File: config.mk
export PLATFORM = sky130hd
export DESIGN_NAME = frec_barrido_ctrl
export DESIGN_NICKNAME = d
export VERILOG_FILES = /design/src/rtl/frec_barrido_ctrl.sv
export SDC_FILE = /design/constraint.sdc
export NUM_CORES = 1
export LEC_CHECK = 0
export ABC_AREA = 1
export BUFFER_PORTS_ARGS = -buffer_cell sky130_fd_sc_hd__buf_2
export CORE_MARGIN = 2
export CORE_UTILIZATION = 45
export CTS_BUF_LIST = sky130_fd_sc_hd__clkbuf_16
export CTS_CLUSTER_SIZE = 28
export DETAILED_ROUTE_END_ITERATION = 8
export MAX_ROUTING_LAYER = met4
export PLACE_DENSITY = 0.71
export SLEW_MARGIN = 20
export SYNTH_ARGS = -nofsm -noshare
export SYNTH_HDL_FRONTEND = slang
export SYNTH_SLANG_ARGS = --single-unit
export TNS_END_PERCENT = 1
File: constraint.sdc
create_clock -name clk -period 3.85 [get_ports clk]
set_clock_uncertainty 0.2 [all_clocks]
set_input_delay 0.77 -clock clk [delete_from_list [all_inputs] [get_ports clk]]
set_output_delay 0.77 -clock clk [all_outputs]
set_load 0.02 [all_outputs]
File: src/rtl/frec_barrido_ctrl.sv
// -----------------------------------------------------------------------------
// frec_barrido_ctrl
// Frequency-sweep controller. Steps a registered frequency code (frecnum) from
// a start code to an end code in increments of 'paso', holding each code for
// 'hold' rising edges of the divided clock fed back from the divider. Supports
// a one-shot sweep (done pulse at the end) or a continuous loop (ciclo=1).
//
// Ports
//   clk        : system clock, all state updates on its rising edge
//   reset      : asynchronous active-low reset
//   start      : sweep request, sampled only while idle
//   stop       : abort request, honoured in any non-idle state
//   ciclo      : 1 = restart the sweep after the last code
//   frec_ini   : first frequency code
//   frec_fin   : last frequency code
//   paso       : step magnitude (0 behaves as 1)
//   hold       : divided-clock edges spent on each code (0 behaves as 1)
//   clkdiv_in  : divided clock, synchronous to clk
//   frecnum    : registered frequency code to the divider selector
//   cambio     : one-cycle pulse when frecnum is loaded with a new code
//   busy       : high whenever a sweep is in progress
//   done       : one-cycle pulse on normal sweep completion
// -----------------------------------------------------------------------------
module frec_barrido_ctrl #(
  parameter int unsigned HOLD_W   = 16,
  parameter logic [7:0]  FREC_RST = 8'd1
) (
  input  logic              clk,
  input  logic              reset,
  input  logic              start,
  input  logic              stop,
  input  logic              ciclo,
  input  logic [7:0]        frec_ini,
  input  logic [7:0]        frec_fin,
  input  logic [3:0]        paso,
  input  logic [HOLD_W-1:0] hold,
  input  logic              clkdiv_in,
  output logic [7:0]        frecnum,
  output logic              cambio,
  output logic              busy,
  output logic              done
);

  typedef enum logic [1:0] {
    ST_IDLE = 2'd0,
    ST_HOLD = 2'd1,
    ST_STEP = 2'd2,
    ST_FIN  = 2'd3
  } state_t;

  state_t            state_q, state_d;
  logic [7:0]        frec_q, frec_d;
  logic [7:0]        ini_q, ini_d;
  logic [7:0]        fin_q, fin_d;
  logic [3:0]        paso_q, paso_d;
  logic [HOLD_W-1:0] hold_last_q, hold_last_d;
  logic [HOLD_W-1:0] cnt_q, cnt_d;
  logic              ciclo_q, ciclo_d;
  logic              up_q, up_d;
  logic              cambio_q, cambio_d;
  logic              done_q, done_d;
  logic              busy_q, busy_d;
  logic              clkdiv_q;
  logic              edge_s;

  // Next code one step towards fin, computed in 9 bits so that running past
  // 255 or below 0 is seen and clamped to fin instead of wrapping.
  function automatic logic [7:0] next_code(input logic [7:0] cur,
                                           input logic [7:0] fin,
                                           input logic [3:0] step,
                                           input logic       up);
    logic [8:0] r;
    if (up) begin
      r = {1'b0, cur} + {5'd0, step};
      next_code = (r >= {1'b0, fin}) ? fin : r[7:0];
    end else begin
      r = {1'b0, cur} - {5'd0, step};
      next_code = (r[8] || (r <= {1'b0, fin})) ? fin : r[7:0];
    end
  endfunction

  assign edge_s = clkdiv_in & ~clkdiv_q;

  // Next-state, datapath and output-pulse logic.
  always_comb begin
    state_d     = state_q;
    frec_d      = frec_q;
    ini_d       = ini_q;
    fin_d       = fin_q;
    paso_d      = paso_q;
    hold_last_d = hold_last_q;
    cnt_d       = cnt_q;
    ciclo_d     = ciclo_q;
    up_d        = up_q;
    cambio_d    = 1'b0;
    done_d      = 1'b0;
    case (state_q)
      ST_IDLE: begin
        // start wins over a simultaneous stop while idle
        if (start) begin
          ini_d       = frec_ini;
          fin_d       = frec_fin;
          paso_d      = (paso == 4'd0) ? 4'd1 : paso;
          hold_last_d = (hold == '0) ? '0 : hold - {{(HOLD_W-1){1'b0}}, 1'b1};
          ciclo_d     = ciclo;
          up_d        = (frec_fin > frec_ini);
          frec_d      = frec_ini;
          cambio_d    = 1'b1;
          cnt_d       = '0;
          state_d     = ST_HOLD;
        end else begin
          state_d = ST_IDLE;
        end
      end
      ST_HOLD: begin
        if (stop) begin
          state_d = ST_IDLE;
        end else if (edge_s) begin
          if (cnt_q == hold_last_q) begin
            state_d = (frec_q == fin_q) ? ST_FIN : ST_STEP;
          end else begin
            // saturate rather than wrap
            cnt_d = (cnt_q == {HOLD_W{1'b1}}) ? cnt_q
                                               : cnt_q + {{(HOLD_W-1){1'b0}}, 1'b1};
          end
        end else begin
          state_d = ST_HOLD;
        end
      end
      ST_STEP: begin
        if (stop) begin
          state_d = ST_IDLE;
        end else begin
          frec_d   = next_code(frec_q, fin_q, paso_q, up_q);
          cambio_d = 1'b1;
          cnt_d    = '0;
          state_d  = ST_HOLD;
        end
      end
      ST_FIN: begin
        if (stop) begin
          state_d = ST_IDLE;
        end else if (ciclo_q) begin
          // loop restart pulses cambio even when ini == fin
          frec_d   = ini_q;
          cambio_d = 1'b1;
          cnt_d    = '0;
          state_d  = ST_HOLD;
        end else begin
          done_d  = 1'b1;
          state_d = ST_IDLE;
        end
      end
      default: begin
        state_d = ST_IDLE;
      end
    endcase
    busy_d = (state_d != ST_IDLE);
  end

  // State, datapath and registered outputs; reset discards sweep parameters.
  always_ff @(posedge clk or negedge reset) begin
    if (!reset) begin
      state_q     <= ST_IDLE;
      frec_q      <= FREC_RST;
      ini_q       <= 8'd0;
      fin_q       <= 8'd0;
      paso_q      <= 4'd0;
      hold_last_q <= '0;
      cnt_q       <= '0;
      ciclo_q     <= 1'b0;
      up_q        <= 1'b0;
      cambio_q    <= 1'b0;
      done_q      <= 1'b0;
      busy_q      <= 1'b0;
      clkdiv_q    <= 1'b0;
    end else begin
      state_q     <= state_d;
      frec_q      <= frec_d;
      ini_q       <= ini_d;
      fin_q       <= fin_d;
      paso_q      <= paso_d;
      hold_last_q <= hold_last_d;
      cnt_q       <= cnt_d;
      ciclo_q     <= ciclo_d;
      up_q        <= up_d;
      cambio_q    <= cambio_d;
      done_q      <= done_d;
      busy_q      <= busy_d;
      clkdiv_q    <= clkdiv_in;
    end
  end

  assign frecnum = frec_q;
  assign cambio  = cambio_q;
  assign busy    = busy_q;
  assign done    = done_q;

endmodule

Word level (Yosys, flattened, before mapping)

Index checks and enable logic that the tools add are counted.

Multiplexer cells: 36
Reduce and logical (&&, ||, !) cells: 9
Equal/unequal tests: 14
$add $sub $neg: 4
Order comparisons: 3
Bitwise logic cells: 2

Operator list:

| cell                                                                  | number |
|---|---|
| 16-bit two-way mux                                                    | 9 |
| 16-bit one-hot mux with 4 select lines                                | 1 |
| 8-bit two-way mux                                                     | 7 |
| 8-bit one-hot mux with 3 select lines                                 | 1 |
| 16-bit by 1-bit adder with 16-bit output (second input constant)      | 1 |
| 16-bit equality test                                                  | 1 |
| 16-bit equality test (second input constant)                          | 1 |
| 16-bit logical NOT                                                    | 1 |
| 2-bit inequality test (second input constant)                         | 8 |
| 16-bit by 1-bit subtractor with 16-bit output (second input constant) | 1 |
| 1-bit two-way mux                                                     | 12 |
| 8-bit by 4-bit adder with 9-bit output                                | 1 |
| 9-bit by 8-bit greater-or-equal comparator with 1-bit output          | 1 |
| 9-bit by 8-bit less-or-equal comparator with 1-bit output             | 1 |
| 8-bit by 4-bit subtractor with 9-bit output                           | 1 |
| 8-bit equality test                                                   | 1 |
| 8-bit > comparator                                                    | 1 |
| 2-bit one-hot mux with 4 select lines                                 | 1 |
| 8-bit AND reduction                                                   | 1 |
| 2-bit two-way mux                                                     | 3 |
| 5-bit AND reduction                                                   | 1 |
| 2-bit equality test (second input constant)                           | 2 |
| 4-bit logical NOT                                                     | 1 |
| 4-bit two-way mux                                                     | 1 |
| other kinds (9)                                                       | 9 |

Flip-flop bits (word level): 68
Input port bits: 42
Logic and storage cells: 81
Output and inout port bits: 11

Depth between registers and ports, before layout

Depth in word-level cells: 7
Depth in mapped cells: 22
Depth with buffers taken out: 22

Worst setup path after synthesis

Ideal clock, no wire load.

Kind: reg2reg
Start: reg frec_q[0] (netlist: frecnum[0])
End: reg frec_q[0] (netlist: frecnum[0])
Cell stages (with the launch flop): 17
Slack: 0.830 ns
Period minus slack after synthesis: 3.020 ns
Buffers on the path: 0
Required time: 3.577 ns
Library setup time: 0.073 ns
Arrival time: 2.747 ns
Cells stage by stage: dfstp_2 inv_1 ha_1 inv_1 fa_1 nand3_1 nand4_1 xor2_1 ha_1 nand2_1 nor4_1 nor2_4 nand2_4 nand2_1 nand3_1 nand3_1 a21oi_1

Longest elaborated chain between the ends: 7
Elaborated cells between the ends (all ways): 10
Those cells by class: add/sub: 2; order compare: 2; mux: 5; reduce/logical: 1

RTL lines:

| element                                                   | line | RTL |
|---|---|---|
| start, declared                                           | 52   | `logic [7:0] frec_q, frec_d;` |
| start signal, assigned                                    | 179  | `frec_q <= frec_d;` |
| 8-bit by 4-bit subtractor with 9-bit output               | 77   | `r = {1'b0, cur} - {5'd0, step};` |
| 9-bit by 8-bit less-or-equal comparator with 1-bit output | 78   | `next_code = (r[8] \|\| (r <= {1'b0, fin})) ? fin : r[7:0];` |
| 1-bit logical OR                                          | 78   |  |
| 8-bit two-way mux                                         | 78   |  |
| 8-bit two-way mux *                                       | 73   | `if (up) begin` |
| 8-bit two-way mux *                                       | 131  | `if (stop) begin` |
| 8-bit one-hot mux with 3 select lines *                   | 97   | `case (state_q)` |

Mark *: on every way between the ends. The rest lies on a longest branch, timed or not. The select of a mux whose other input is x is not followed.
A chain may end at the register's enable or synchronous reset.

Final worst setup path

Start: reg frec_q[0] (netlist: frecnum[0])
End: reg frec_q[4] (netlist: frecnum[4])

Same word-level chain as after synthesis.

==> run metrics <==
Post-Place Cells 845; Yosys warnings 0; I/O Buffers 52; core area 10840 um2; initial antenna violation count 1; CTS buffer count 9; Critical Path AT 3580 ps; Synth Area per Inst 7.537 um2; CP max-delay cell dfstp_2; largest incremental delay on the critical path 570 ps; DP Worst Slack 423.0 ps; Area Overhead vs Synth 13.29%; IO Pins 53; WP buf/inv 2; worst slew pin tran 1016 ps; most used cell, CP nand2_1; RSZ-0062 raised after global routing false; switching share of power 41.76%; Pwr Density 550.2 nW/um2; clock group share of total power 26.3%; peak supply drop 238.4 uV; Synth Cell Area 5020 um2; worst-path fanout max 9; Antenna Nets Post-Route 0; vias in the first global route 4536; Clk Latency, worst-skew pair 340 ps; worst-path cell chain inv_1 > ha_1 > inv_1 > fa_1 > nand3_1 > nand2_1 > xor2_1 > ha_1 > nand2_1 > nor2_1 > nor2_1 > nand2_1 > nand2_1 > nand2_1 > nand2_1 > nand2_1 > nand2_4 > nand2_1 > nand3_1 > nand3_1 > a21oi_1; Synth Register Bits 68; Worst Hold Class input pin to asynchronous set/reset pin; Int Pwr 0.001822 W; hold_buf cts 0; DRT Pass-1 Iters 7; largest net degree at the start of global routing 45; outcome completed; setup tns final 0 ps; gp weighted congestion 0.9026; Iter 0 DRT Violations 466; fmax 0.2835 GHz; routed via count 4639; logic gate share of total power 42.4%; Final period util 91.61%; syn nets 744; Main synth FF type dfrtp_1; DRC violations left 0; Via-to-Cell Ratio 5.382; CP delay by family, top simple AND/OR/NAND/NOR gates; CP endpoint kind flop; Pleak 2.723 nW; Rows 38; Worst setup SP type flop; CP required 3900 ps; die area 12020 um2; CTS clk-pin slew, worst paths 60 ps; Max clock buf depth 2; setup bufs post-CTS 0; Async SR Flop Fraction 100.0%; final std cells w/o fill 862; layout cells sized above 1 13.87%; die width 109.6 um; CTS resizes 0; Avg WL per Cell 15.02 um; Seq/Total Area, Yosys 33.92%; grt ovf 0; die height 109.6 um; global-route wire length before repair 21850 um; Power, Total 0.003129 W; Post-Synthesis Cells 666; count of final setup violators 0; Crit Path Category flop to flop; detailed-route wire length 12940 um; initial core utilization 46.31%; Synth cell types 43; Clock Root Buffer clkbuf_16; nets 794; Period minus WS final 3527 ps; Setup WS post-layout 323.1 ps; Hold Fails Final Rpt 0; switching pwr 0.001307 W; Post-synth EDFFs 0; Clock Sinks 68; Clock H-tree levels 3; max-cap viol count 0; CTS tree built; Pins Over Slew Limit 0; sequential power share 31.3%; Detailed Place HPWL 10080 um; Slew HR 32.00%; total track usage 24.11%
## power groups by stage
stage	logic, W	clock network (W)	registers [W]
floorplan	0.000988	0	0.000962
global placement	0.00127	0	0.000984
detailed placement	0.00131	0	0.000988
CTS	0.00132	0.000829	0.000977
global route	0.00151	0.000863	0.000997
finish	0.00133	0.000822	0.000979
## worst reg2reg max path, stage by stage, from the launching register on
cell and delay, ps:
dfstp_2 570, inv_1 50, ha_1 180, inv_1 90
fa_1 230, nand3_1 130, nand2_1 110, xor2_1 240
ha_1 300, nand2_1 120, nor2_1 50, nor2_1 80
nand2_1 60, nand2_1 60, nand2_1 50, nand2_1 50
nand2_1 240, nand2_4 220, nand2_1 70, nand3_1 70
nand3_1 100, a21oi_1 190
## final timing paths
check                                 from               to  slack, ps  depth (start not counted)
max in group asynchronous            reset  hold_last_q[12]       2590                          2
worst min register to register    ini_q[0]         ini_q[0]        280                          2
worst max register to register  frecnum[0]       frecnum[4]        320                         21
min in group clk                  ini_q[0]         ini_q[0]        280                          2
worst max-delay path            frecnum[0]       frecnum[4]        320                         21
worst min-delay path                 reset         fin_q[7]        210                          1
## stage by stage
| step | utilization (%) | hold WS [ps] | area [um2] |
|---|---|---|---|
| floorplan | - | 249.3 | 5020 |
| global placement | 49.71 | 270.3 | 5389 |
| global route | 52.46 | 276.0 | 5687 |
| finish | 52.46 | 214.5 | 5687 |
| CTS | 52.41 | 288.8 | 5682 |
| detailed placement | 49.71 | 271.5 | 5389 |
## flip-flops by register name, indices dropped and copies added, names as in the netlist
name         count
cnt_q           16
hold_last_q     16
fin_q            8
frecnum          8
ini_q            8
paso_q           4
state_q          2
busy             1
cambio           1
ciclo_q          1
clkdiv_q         1
done             1
up_q             1
## Yosys cell counts (14+ instances only)
| cell | number | area, um2 |
|---|---|---|
| nand2_1 | 168 | 630.6 |
| inv_1 | 70 | 262.8 |
| nand3_1 | 70 | 350.3 |
| dfrtp_1 | 67 | 1677 |
| nor2_1 | 45 | 168.9 |
| o21ai_0 | 38 | 190.2 |
| ha_1 | 34 | 425.4 |
| xnor2_1 | 27 | 236.5 |
| a21oi_1 | 22 | 110.1 |
| xor2_1 | 18 | 157.7 |
| nand4_1 | 14 | 87.58 |
## per-layer routing
metal | up-vias | track usage (%) | part of all wire, % | wire (um)
li1 | 2299 | - | - | -
met1 | 2134 | 31.38 | 45 | 5799
met2 | 182 | 38.18 | 46 | 5958
met3 | 24 | 4.920 | 7.2 | 935
met4 | 0 | 6.872 | 1.9 | 250
met5 | - | - | 0 | 0
## layout by cell type, fill, tap and decap left out, types with 4 or more instances in the layout
master and n:
a221oi_1 9, xor2_1 18, dfrtp_1 67, buf_4 4
a21oi_1 22, nand4_1 14, ha_1 34, o21ai_1 9
inv_1 70, nand3b_1 8, xnor2_1 27, nor2_1 45
nand2_1 168, clkbuf_16 9, buf_2 51, inv_2 6
nor3_1 6, nor2_2 4, nand3_1 70, o21ai_0 38
## area by class of cell
cell class,instances,area (um2)
fillers,1073,5154
multi-input cells,505,2939
flip-flops and latches,68,1703
inverters,77,289.0
repair buffers,55,285.3
clock buffers,9,225.2
well taps,140,175.2
clock inverters,7,67.56
diodes,1,2.502
## cell families (layout without fill, tap and decap cells)
group	after synthesis	after routing	synth area share, %
AOI/OAI and AO/OA	89	89	10.57
xor gates and xnor gates	45	45	7.851
adders and majority gates	36	36	9.272
buffers and inverters	93	148	7.527
DFF	68	68	33.92
other	0	1	0
and+or+nand+nor	335	335	30.86
(Power assumes the default switching activity.)
